## src/rtl/servo_sequencer.sv

```systemverilog
// Hobby-servo PWM sequencer: 50 Hz frame, manual position hold or automatic 1..5..1 sweep,
// with pulse-width changes slew-limited and applied only at frame boundaries.
module servo_sequencer #(
  parameter int unsigned FRAME_CYCLES = 1000000,
  parameter int unsigned PW_MIN       = 50000,
  parameter int unsigned PW_STEP      = 12500,
  parameter int unsigned SLEW         = 2500,
  parameter int unsigned DWELL_FRAMES = 25
) (
  input  logic       clk,
  input  logic       reset,
  input  logic       sel_modo,
  input  logic [4:0] pos_sel,
  output logic       pwm,
  output logic       frame_tick,
  output logic       busy,
  output logic [4:0] at_pos
);

  localparam int unsigned FCNT_W  = 20;
  localparam int unsigned PW_W    = 17;
  localparam int unsigned IDX_W   = 3;
  localparam int unsigned DWELL_W = (DWELL_FRAMES < 1) ? 1 : $clog2(DWELL_FRAMES + 1);

  localparam logic [FCNT_W-1:0]  FCNT_LAST = FCNT_W'(FRAME_CYCLES - 1);
  localparam logic [FCNT_W-1:0]  FCNT_PRE  = FCNT_W'(FRAME_CYCLES - 2);
  localparam logic [PW_W-1:0]    SLEW_PW   = PW_W'(SLEW);
  localparam logic [PW_W-1:0]    PW_CENTER = PW_W'(PW_MIN + 2 * PW_STEP);
  localparam logic [DWELL_W-1:0] DWELL_END = DWELL_W'(DWELL_FRAMES);
  localparam logic [IDX_W-1:0]   IDX_1     = IDX_W'(1);
  localparam logic [IDX_W-1:0]   IDX_3     = IDX_W'(3);
  localparam logic [IDX_W-1:0]   IDX_5     = IDX_W'(5);

  typedef enum logic [1:0] {
    MANUAL     = 2'd0,
    SWEEP_UP   = 2'd1,
    SWEEP_DOWN = 2'd2
  } state_t;

  state_t             state, state_nxt;
  logic               sel_meta, sel_sync;
  logic [4:0]         pos_meta, pos_sync;
  logic [FCNT_W-1:0]  fcnt, fcnt_nxt;
  logic               boundary;
  logic [IDX_W-1:0]   tgt_idx, tgt_nxt, manual_idx;
  logic [DWELL_W-1:0] dwell, dwell_nxt, dwell_inc;
  logic [PW_W-1:0]    pw_cur, pw_nxt, pw_tgt_nxt, pw_diff;
  logic [4:0]         at_pos_nxt;

  function automatic logic [PW_W-1:0] pw_of(input logic [IDX_W-1:0] idx);
    pw_of = PW_W'(PW_MIN + (32'(idx) - 32'd1) * PW_STEP);
  endfunction

  // Two-flop synchronisers for the UART-domain command lines
  always_ff @(posedge clk) begin
    if (!reset) begin
      sel_meta <= 1'b0;
      sel_sync <= 1'b0;
      pos_meta <= '0;
      pos_sync <= '0;
    end else begin
      sel_meta <= sel_modo;
      sel_sync <= sel_meta;
      pos_meta <= pos_sel;
      pos_sync <= pos_meta;
    end
  end

  assign fcnt_nxt = (fcnt == FCNT_LAST) ? '0 : fcnt + FCNT_W'(1);
  assign boundary = (fcnt == FCNT_LAST);

  // Frame counter and PWM output stage
  always_ff @(posedge clk) begin
    if (!reset) begin
      fcnt       <= '0;
      pwm        <= 1'b0;
      frame_tick <= 1'b0;
    end else begin
      fcnt       <= fcnt_nxt;
      pwm        <= (fcnt < FCNT_W'(pw_cur));
      frame_tick <= (fcnt == FCNT_PRE);
    end
  end

  // Manual-mode target: only a clean one-hot command moves it
  always_comb begin
    manual_idx = tgt_idx;
    case (pos_sync)
      5'b00001: manual_idx = IDX_W'(1);
      5'b00010: manual_idx = IDX_W'(2);
      5'b00100: manual_idx = IDX_W'(3);
      5'b01000: manual_idx = IDX_W'(4);
      5'b10000: manual_idx = IDX_W'(5);
      default:  manual_idx = tgt_idx;
    endcase
  end

  // Boundary update: mode/target first, then the slew-limited ramp toward the new target
  always_comb begin
    state_nxt  = state;
    tgt_nxt    = tgt_idx;
    dwell_nxt  = dwell;
    dwell_inc  = dwell + DWELL_W'(1);
    pw_nxt     = pw_cur;
    pw_diff    = '0;
    pw_tgt_nxt = pw_of(tgt_idx);
    at_pos_nxt = '0;

    if (boundary) begin
      case (state)
        MANUAL: begin
          if (sel_sync) begin
            state_nxt = (tgt_idx == IDX_5) ? SWEEP_DOWN : SWEEP_UP;
            dwell_nxt = '0;
          end else begin
            tgt_nxt = manual_idx;
          end
        end
        SWEEP_UP, SWEEP_DOWN: begin
          if (!sel_sync) begin
            state_nxt = MANUAL;
            dwell_nxt = '0;
            tgt_nxt   = manual_idx;
          end else if (!busy) begin
            if (dwell_inc >= DWELL_END) begin
              dwell_nxt = '0;
              if (state == SWEEP_UP) begin
                if (tgt_idx == IDX_5) begin
                  state_nxt = SWEEP_DOWN;
                  tgt_nxt   = tgt_idx - IDX_W'(1);
                end else begin
                  tgt_nxt = tgt_idx + IDX_W'(1);
                end
              end else begin
                if (tgt_idx == IDX_1) begin
                  state_nxt = SWEEP_UP;
                  tgt_nxt   = tgt_idx + IDX_W'(1);
                end else begin
                  tgt_nxt = tgt_idx - IDX_W'(1);
                end
              end
            end else begin
              dwell_nxt = dwell_inc;
            end
          end
        end
        default: begin
          state_nxt = MANUAL;
          dwell_nxt = '0;
        end
      endcase

      pw_tgt_nxt = pw_of(tgt_nxt);
      // Subtract only in the direction that cannot wrap
      if (pw_cur >= pw_tgt_nxt) begin
        pw_diff = pw_cur - pw_tgt_nxt;
        pw_nxt  = (pw_diff <= SLEW_PW) ? pw_tgt_nxt : pw_cur - SLEW_PW;
      end else begin
        pw_diff = pw_tgt_nxt - pw_cur;
        pw_nxt  = (pw_diff <= SLEW_PW) ? pw_tgt_nxt : pw_cur + SLEW_PW;
      end
    end

    for (int k = 0; k < 5; k++) begin
      at_pos_nxt[k] = (pw_nxt == pw_of(IDX_W'(k + 1)));
    end
  end

  // Sequencer state register
  always_ff @(posedge clk) begin
    if (!reset) begin
      state   <= MANUAL;
      tgt_idx <= IDX_3;
      dwell   <= '0;
      pw_cur  <= PW_CENTER;
      busy    <= 1'b0;
      at_pos  <= 5'b00100;
    end else begin
      state   <= state_nxt;
      tgt_idx <= tgt_nxt;
      dwell   <= dwell_nxt;
      pw_cur  <= pw_nxt;
      busy    <= (pw_nxt != pw_tgt_nxt);
      at_pos  <= at_pos_nxt;
    end
  end

endmodule

```

## config.mk

```make
export PLATFORM = sky130hd
export DESIGN_NAME = servo_sequencer
export DESIGN_NICKNAME = d
export VERILOG_FILES = /design/src/rtl/servo_sequencer.sv
export SDC_FILE = /design/constraint.sdc
export NUM_CORES = 1
export LEC_CHECK = 0
export ABC_AREA = 1
export BUFFER_PORTS_ARGS = -buffer_cell sky130_fd_sc_hd__buf_2
export CORE_MARGIN = 1
export CORE_UTILIZATION = 38
export CTS_CLUSTER_SIZE = 8
export DETAILED_ROUTE_END_ITERATION = 7
export SYNTH_ARGS = -nofsm -noshare
export SYNTH_HDL_FRONTEND = slang
export SYNTH_SLANG_ARGS = --single-unit
```

## constraint.sdc

```tcl
create_clock -name clk -period 9.58 [get_ports clk]
set_clock_uncertainty 0.2 [all_clocks]
set_input_delay 1.916 -clock clk [delete_from_list [all_inputs] [get_ports clk]]
set_output_delay 1.916 -clock clk [all_outputs]
set_load 0.1 [all_outputs]
```

== Yosys cells after proc, flatten, opt, wreduce, memory -nomap -nowiden ==
Cells that the tools add are included.

* Register bits after elaboration: 67
* Latch bits: 0
* Memory bits (writable): 0
* Bits in read-only memories: 0
* Input port bits: 8
* Output and inout port bits: 8
* Word-level logic and storage cells: 89
* Memories kept: 0

* $add $sub $neg: 12
* Multipliers: 2
* Divide/modulo/power cells: 0
* Magnitude comparators: 5
* Eq/ne operators: 22
* Shifts and indexed selects: 0
* Multiplexer cells: 29
* Bitwise gates (word level): 1
* Reductions and logical operators: 5

{| class="wikitable"
|+ Operator list
! kind !! count
|-
| $mux 17 || 5
|-
| $mul 32x12->15 const B || 2
|-
| $eq 17x17->1 const B || 3
|-
| $eq 20x20->1 const B || 2
|-
| $add 16x17->17 const A || 2
|-
| $eq 17x16->1 const B || 2
|-
| $le 17x12->1 const B || 2
|-
| $sub 17x17->17 || 2
|-
| $mux 3 || 8
|-
| $add 20x1->20 const B || 1
|-
| $lt 20x17->1 || 1
|-
| $mux 5 || 4
|-
| $add 17x12->17 const B || 1
|-
| $ge 17x17->1 || 1
|-
| $ne 17x17->1 || 1
|-
| $sub 17x12->17 const B || 1
|-
| $mux 2 || 8
|-
| $pmux 3 s5 || 1
|-
| $pmux 5 s2 || 1
|-
| $ne 4x4->1 const B || 2
|-
| $sub 3x1->4 const B || 2
|-
| $ne 3x3->1 const B || 2
|-
| $pmux 3 s2 || 1
|-
| $reduce_and 6->1 || 1
|-
| 19 further kinds || 20
|}

== Longest topological paths before layout ==
Gate-level depths: netlist (run 1).

* Depth in word-level cells: 17
* Gate-level depth with buffers: 65
* Depth with buffers taken out: 63

== Worst setup path after synthesis (run 1) ==
No wires, ideal clock.

* Path type: reg-to-reg
* Start point: register tgt_idx[0]
* End point: register busy
* Setup time: 0.128 ns
* Arrival: 7.875 ns
* Data required time: 9.252 ns
* Setup slack: 1.377 ns
* Cell stages (with the launch flop): 60
* Buffers on the path: 3
* Clock period less this slack: 8.203 ns
* Path through: dfxtp_1 clkbuf_1 inv_1 ha_1 inv_1 nand2_1 nand2_1 nand4_1 nand3_1 nand2_1 nand2_1 nand2_1 nand2_1 inv_2 ha_1 xor2_1 ha_1 ha_1 [... 24 more ...] nand2_1 nor3_4 nand3_2 buf_6 nand2_1 nand3_1 nand3_2 nand2_2 nand2_1 nand2_1 nor2_1 nand2_1 nor2_1 nand3_1 nor2_1 nand3_1 nor2_1 nor2_1

* Longest elaborated chain between the ends: 17
* Elaborated cells on any way between the ends: 31
* Classes of those cells: add/sub: 8; mul: 2; order compare: 3; eq/ne: 3; mux: 15

{| class="wikitable"
|+ Ends and longest elaborated chain
! item !! line !! source
|-
| from (decl) || 45 || <nowiki>logic [IDX_W-1:0] tgt_idx, tgt_nxt, manual_idx;</nowiki>
|-
| from (signal assigned) || 180 || <nowiki>tgt_idx <= tgt_nxt;</nowiki>
|-
| $sub 3x1->3 (tied with other cells) || 130, 139 ||
|-
| $mux 3 (on tied branches) || 135, 128 ||
|-
| $mux 3 || 127 || <nowiki>if (state == SWEEP_UP) begin</nowiki>
|-
| $mux 3 || 125 || <nowiki>if (dwell_inc >= DWELL_END) begin</nowiki>
|-
| $mux 3 || 124 || <nowiki>end else if (!busy) begin</nowiki>
|-
| $mux 3 || 120 || <nowiki>if (!sel_sync) begin</nowiki>
|-
| $pmux 3 s2 || 110 || <nowiki>case (state)</nowiki>
|-
| $mux 3 || 109 || <nowiki>if (boundary) begin</nowiki>
|-
| $sub 3x1->4 || 51 || <nowiki>pw_of = PW_W'(PW_MIN + (32'(idx) - 32'd1) * PW_STEP);</nowiki>
|-
| $mul 32x12->15 || 51 ||
|-
| $add 16x17->17 || 51 ||
|-
| $sub 17x17->17 (on tied branches) || 159, 156 ||
|-
| $le 17x12->1 (on tied branches) || 160, 157 ||
|-
| $mux 17 (on tied branches) || 160, 157 ||
|-
| $mux 17 || 155 || <nowiki>if (pw_cur >= pw_tgt_nxt) begin</nowiki>
|-
| $mux 17 || 109 ||
|-
| $ne 17x17->1 (*) || 183 || <nowiki>busy <= (pw_nxt != pw_tgt_nxt);</nowiki>
|-
| to (signal assigned) || 183 ||
|-
| to (decl) || 16 || <nowiki>output logic busy,</nowiki>
|}

Mark *: on every way between the ends. The rest lies on a longest branch, timed or not. The select of a mux whose other input is x is not followed.
A chain may end at the register's enable or synchronous reset.

== Final worst setup path (run 1) ==
* Start point: register dwell[1]
* End point: register busy

* Longest elaborated chain between the ends: 16
* Elaborated cells on any way between the ends: 21
* Classes of those cells: add/sub: 5; mul: 1; order compare: 4; eq/ne: 1; mux: 10

{| class="wikitable"
|+ Ends and longest elaborated chain
! item !! line !! source
|-
| from (decl) || 46 || <nowiki>logic [DWELL_W-1:0] dwell, dwell_nxt, dwell_inc;</nowiki>
|-
| from (signal assigned) || 181 || <nowiki>dwell <= dwell_nxt;</nowiki>
|-
| $add 5x1->5 (*) || 103 || <nowiki>dwell_inc = dwell + DWELL_W'(1);</nowiki>
|-
| $ge 5x5->1 (*) || 125 ||
|-
| $mux 3 (*) || 125 ||
|-
| $mux 3 (*) || 124 ||
|-
| $mux 3 (*) || 120 ||
|-
| $pmux 3 s2 (*) || 110 ||
|-
| $mux 3 (*) || 109 ||
|-
| $sub 3x1->4 (*) || 51 ||
|-
| $mul 32x12->15 (*) || 51 ||
|-
| $add 16x17->17 (*) || 51 ||
|-
| $sub 17x17->17 (on tied branches) || 159, 156 ||
|-
| $le 17x12->1 (on tied branches) || 160, 157 ||
|-
| $mux 17 (on tied branches) || 160, 157 ||
|-
| $mux 17 || 155 ||
|-
| $mux 17 || 109 ||
|-
| $ne 17x17->1 (*) || 183 ||
|}

Marked as above.

==> results.ini, run 1 <==
[layout]
num-nets-final=1699
finalNonFillerCells=1888
area_growth_syn_to_layout_pct=7.87
diodes=0
fillers=2687
drive_gt1_share_pct=6.97

[min_path]
worstHoldPathType=reg -> reg

[floorplan]
row_count=57
core-area_um2=24200
ioPinCount=16
die_area_um2=25300
die_w_um=159
start_util_pct=38.7
die_height_um=159

[logic_synthesis]
ys_seq_elements=67
ys_warn_count=0
postSynthNetCount=1687
syn_area_um2=9380
ys.flop_type=dfxtp_1
avgSynthCellArea_um2=6.06
synthArstFlopShare_pct=0
synth-edff-count=0
synth.distinct_cells=55
netlist_instances=1547
yosysSeqAreaShare_pct=14.3

[global_route]
grt_overflow=0
grt_pass1_vias=8962
grt_pass1_wl_um=44800
antenna_found_initial=0
grt_max_degree=33
grt_usage_pct=21.7

[clock_tree]
cts_tree=done
cts.clk_slew.worst_paths_ns=0.06
ctsLongestPathBuffers=2
cts_root_buf=clkbuf_16
numCtsBuffers=9
clock_latency_ns=0.33
cts_max_level=3
cts_sinks=67

[worst_setup_path]
crit_type=reg -> reg
cp_data_arrival_time_ns=8.64
cpPeakStageDelay_ns=0.50
critPathRequiredTime_ns=9.58
critPathMaxFanout=9
end_kind=flip-flop
crit_top_cell=nand2_1
crit_slowest_cell=fa_1
worstSetupStartpointType=flip-flop

[placed_design]
hpwl_um=22700
globalplace.congestion=0.980
dp_cells=1870
portBuffers=15

[detailed_routing]
route.vias.total=9617
avgViaCountPerCell=5.09
drt_pass1_iterations=5
antenna_left=0
wl_um=27400
wl_per_cell_um=14.5
drc=0
initialDrtViolationCount=740

[sta]
max_slew_margin_pct=40.6
hold_slack_ns=0.209
setup_violations=0
period_needed_ns=8.64
fin_crit_sh_pct=90.2
report.final.slew_viol_count=0
fmax_mhz=116
finalHoldViolCount=0
worst_pin_slew_ns=0.868

[power_and_ir_drop]
leakagePower_uw=0.00548
cellPowerDensity_nw_per_um2=174
peakVddDrop_v=0.000146

[job]
max-cap-violations=0

[outcome]
status=complete, no violations

cells in the final DEF (no fill, tap or decap), types with 13 or more instances in the layout:
cell type / n
o21ai_0: 40
nand3_1: 144
buf_2: 15
nor2_1: 127
xor2_1: 46
a21oi_1: 62
nand2_2: 18
fa_1: 13
nor3_1: 24
ha_1: 118
dfxtp_1: 65
inv_1: 260
nand4_1: 40
nand2_1: 444
metal layers:
| metal | vias up | GRT usage (%) | wire length [um] |
|---|---|---|---|
| met5 | - | 0 | 0 |
| met4 | 0 | 6.47 | 663 |
| met3 | 35 | 2.27 | 1360 |
| met2 | 270 | 36.0 | 12300 |
| met1 | 4330 | 29.6 | 13100 |
| li1 | 4982 | - | - |
cells by family (layout without fill, tap and decap cells):
kind of cell	count (synthesis)	in the layout	synth area share, %
AOI/OAI and AO/OA	141	141	8.59
xor gates and xnor gates	59	59	5.71
adders and majority gates	132	132	18.7
buffers and inverters	293	310	12.2
DFF	67	67	14.3
and+or+nand+nor	855	855	40.5
synthesized netlist by cell type (13+ instances only):
| cell | number | area [um^2] |
|---|---|---|
| nand2_2 | 16 | 100 |
| nand4_1 | 40 | 250 |
| nor3_1 | 24 | 120 |
| fa_1 | 13 | 260 |
| dfxtp_1 | 67 | 1340 |
| nand2_1 | 446 | 1670 |
| nor2_1 | 129 | 484 |
| inv_1 | 261 | 980 |
| xor2_1 | 46 | 403 |
| a21oi_1 | 62 | 310 |
| ha_1 | 119 | 1490 |
| nand3_1 | 144 | 721 |
| o21ai_0 | 41 | 205 |
cell type report:
class                      instances  area [um^2]  area share (%)
clock buffer                      10          239            2.36
timing repair buffer              26          158            1.56
clock inverter                     6         41.3           0.408
multi-input combinational       1187         6920            68.4
sequential                        67         1340            13.3
tap                              324          405            4.01
inverter                         268         1010            9.98
final timing paths:
check | from | slack (ns) | cells after the start | end
worst max-delay path | dwell[1]$_SDFFE_PN0P_ | 0.94 | 56 | busy$_SDFF_PN0_
worst min-delay path | pos_meta[4]$_SDFF_PN0_ | 0.21 | 2 | pos_sync[4]$_SDFF_PN0_
worst max register to register | dwell[1]$_SDFFE_PN0P_ | 0.94 | 56 | busy$_SDFF_PN0_
worst min register to register | pos_meta[4]$_SDFF_PN0_ | 0.21 | 2 | pos_sync[4]$_SDFF_PN0_
worst max-delay path: cells and delay by family, from the launching register on:
| kind | cells | cell delay, ns |
|---|---|---|
| buffers and inverters | 8 | 0.67 |
| adder cells (fa/ha/maj) | 9 | 2.69 |
| AND/OR/NAND/NOR | 35 | 3.89 |
| AO/OA/AOI/OAI | 2 | 0.28 |
| flip-flops | 1 | 0.41 |
| XOR/XNOR | 2 | 0.37 |
sequential cells by signal, indices dropped and copies added, names as in the netlist:
signal      flops
at_pos          5
tgt_idx         3
dwell           5
frame_tick      1
state           2
sel_meta        1
fcnt           20
pos_sync        5
sel_sync        1
pos_meta        5
pwm             1
busy            1
pw_cur         17
what timing repair did:
action | CTS | global route
hold buffers | 0 | 0
buffers inserted | 0 | 2
endpoints found under the setup margin | 0 | 10
resized for setup | 0 | 12
where the power goes:
group          internal [uW]  switching [uW]  total [uW]
combinational            345             823        1170
sequential               282            2.77         285
clock                    181             126         307
through the flow:
stage,total power [uW],utilization [%],area [um^2],setup slack (ns),setup TNS (ns)
after floorplan,1150,-,9380,1.38,0
after global placement,1430,40.4,9790,0.770,0
after detailed placement,1430,40.4,9790,0.467,0
after CTS,1740,41.5,10100,0.444,0
after global routing,1910,41.7,10100,-0.0111,-0.0111
final,1760,41.7,10100,0.938,0
(Power assumes the default switching activity.)
==> inputs of run 2 (changes only) <==
Clock period 9.58 ns to 9.47 ns, I/O delays scaled along.
==> run 2 against run 1 <==
Net effect: core utilization increased by 0.22 points; via count shrank 0.48%; non-clock buffer count grew 1; final area grew 0.52%; sequential power is essentially flat; count of clock-buffer cells in the layout unchanged; cell count barely moved; first-iteration DRC count is 4.1% lower; register-to-register slack got worse by 0.11 ns; maximum frequency is essentially flat; worst hold slack got worse by 0.0032 ns.
==> results.ini, run 2 (synthesis results as in run 1) <==
[min_path]
holdPathEnd=sel_sync$_SDFF_PN0_  ; was pos_sync[4]$_SDFF_PN0_
worstHoldPathType=reg -> reg  ; unchanged
hp-start=sel_meta$_SDFF_PN0_  ; was pos_meta[4]$_SDFF_PN0_
holdPathStages=2  ; unchanged

[layout]
final_cell_mix=nand2_1, inv_1, nand3_1  ; unchanged
largest_register=fcnt  ; unchanged
num-nets-final=1700  ; was 1699
reg_top3=fcnt: 20 flops, pw_cur: 17 flops  ; unchanged
diodes=0  ; unchanged
final_common_cell=nand2_1  ; unchanged
largest_register_ffs=20  ; unchanged
area_growth_syn_to_layout_pct=8.43  ; was 7.87%
drive_gt1_share_pct=7.09  ; was 6.97%

[worst_setup_path]
r2r_slack_ns=0.83  ; was 0.94 ns
end_kind=flip-flop  ; unchanged
critPathMaxFanout=12  ; was 9
crit_type=reg -> reg  ; unchanged
r2r-end=at_pos[4]$_SDFF_PN0_  ; was busy$_SDFF_PN0_
crit_slowest_cell=fa_1  ; unchanged
r2r_cells=53  ; was 56
cp_data_arrival_time_ns=8.72  ; was 8.64 ns
cpPeakStageDelay_ns=0.52  ; was 0.50 ns
crit_start=dwell[0]$_SDFFE_PN0P_  ; was dwell[1]$_SDFFE_PN0P_
critPathTopFamily=simple AND/OR/NAND/NOR gates  ; unchanged
regToRegStartpoint=dwell[0]$_SDFFE_PN0P_  ; was dwell[1]$_SDFFE_PN0P_
worstSetupStartpointType=flip-flop  ; unchanged
crit_top_cell=nand2_1  ; unchanged
path_buf_inv=12  ; was 8
critPathRequiredTime_ns=9.55  ; was 9.58 ns

[clock_tree]
cts.clk_slew.worst_paths_ns=0.06  ; about the same
cts_root_buf=clkbuf_16  ; unchanged
hold_buffers=0  ; unchanged
cts_sinks=67  ; unchanged
ctsLongestPathBuffers=2  ; unchanged
cts_tree=done  ; unchanged
clock_latency_ns=0.34  ; was 0.33 ns
numCtsBuffers=9  ; unchanged
cts_max_level=3  ; unchanged

[sta]
max_slew_margin_pct=35.4  ; was 40.6%
fmax_mhz=116  ; about the same
period_needed_ns=8.64  ; about the same
layout_setup_ws_ns=0.829  ; was 0.938 ns
finalHoldViolCount=0  ; unchanged
fin_crit_sh_pct=91.3  ; was 90.2%
setup_violations=0  ; unchanged
report.final.slew_viol_count=0  ; unchanged
fin_setup_tns_ns=0  ; unchanged
worst_pin_slew_ns=0.945  ; was 0.868 ns
hold_slack_ns=0.205  ; was 0.209 ns

[floorplan]
ioPinCount=16  ; unchanged
core-area_um2=24200  ; unchanged
die_w_um=159  ; unchanged
start_util_pct=38.7  ; unchanged
die_height_um=159  ; unchanged
row_count=57  ; unchanged
die_area_um2=25300  ; unchanged

[placed_design]
dp_slack_ns=0.493  ; was 0.467 ns
globalplace.congestion=0.932  ; was 0.980
hpwl_um=22600  ; was 22700 um
portBuffers=15  ; unchanged

[power_and_ir_drop]
peakVddDrop_v=0.000105  ; was 0.000146 V
p_total_uw=1830  ; was 1760 uW
leakagePower_uw=0.00552  ; was 0.00548 uW
cellPowerDensity_nw_per_um2=180  ; was 174 nW/um^2

[global_route]
grt_pass1_wl_um=45000  ; was 44800 um
grt_max_degree=33  ; unchanged
grt_usage_pct=21.7  ; about the same
antenna_found_initial=0  ; unchanged
grt_overflow=0  ; unchanged
grt_pass1_vias=8921  ; was 8962

[job]
max-cap-violations=0  ; unchanged

[detailed_routing]
antenna_left=0  ; unchanged
wl_um=27500  ; was 27400 um
initialDrtViolationCount=710  ; was 740
wl_per_cell_um=14.5  ; about the same
drc=0  ; unchanged
avgViaCountPerCell=5.07  ; was 5.09
drt_pass1_iterations=5  ; unchanged
route.vias.total=9571  ; was 9617

[outcome]
status=complete, no violations  ; unchanged

-- run 2: area by class of cell --
cell class | instances | area (um^2)
clock inverter | 6 | 65.1
clock buffer | 10 | 239
fill | 2628 | 14100
multi-input combinational | 1187 | 6940
timing repair buffer | 27 | 165
tap | 324 | 405
sequential | 67 | 1340
inverter | 268 | 1010
-- run 2: metrics by stage --
| stage | area (um^2) | utilization [%] | instances |
|---|---|---|---|
| CTS | 10100 | 41.7 | 1888 |
| finish | 10200 | 41.9 | 1889 |
| floorplan | 9380 | - | 1547 |
| global route | 10200 | 41.9 | 1889 |
| detailed placement | 9800 | 40.4 | 1872 |
| global placement | 9800 | 40.4 | 1872 |
-- run 2: worst min-delay path, cell delays in order, from the launching register on --
cell and delay, ns:
dfxtp_1 0.30, nand2_1 0.04, inv_1 0.04
-- run 2: layer usage --
| layer | track usage, % | part of all wire [%] |
|---|---|---|
| met2 | 37.2 | 46 |
| met1 | 29.5 | 49 |
| met5 | 0 | 0 |
| met4 | 6.21 | 2.0 |
| met3 | 1.02 | 3.1 |
-- run 2: worst max path at each step --
| stage | end | slack (ns) | cells past startpoint |
|---|---|---|---|
| floorplan | busy$_SDFF_PN0_ | 1.27 | 59 |
| global placement | busy$_SDFF_PN0_ | 0.58 | 57 |
| detailed placement | busy$_SDFF_PN0_ | 0.49 | 57 |
| CTS | busy$_SDFF_PN0_ | 0.46 | 57 |
| global route | busy$_SDFF_PN0_ | -0.003 | 59 |
| finish | at_pos[4]$_SDFF_PN0_ | 0.83 | 53 |
-- run 2: power by group --
part,internal [uW],switching (uW)
registers,286,2.70
logic,355,845
clock network,211,127
total,851,975
-- run 2: repair_timing --
| item | in CTS | in global routing |
|---|---|---|
| gates resized for setup | 0 | 13 |
| hold endpoints to repair | 0 | 0 |
| endpoints found under the setup margin | 0 | 9 |
| setup buffers | 0 | 1 |
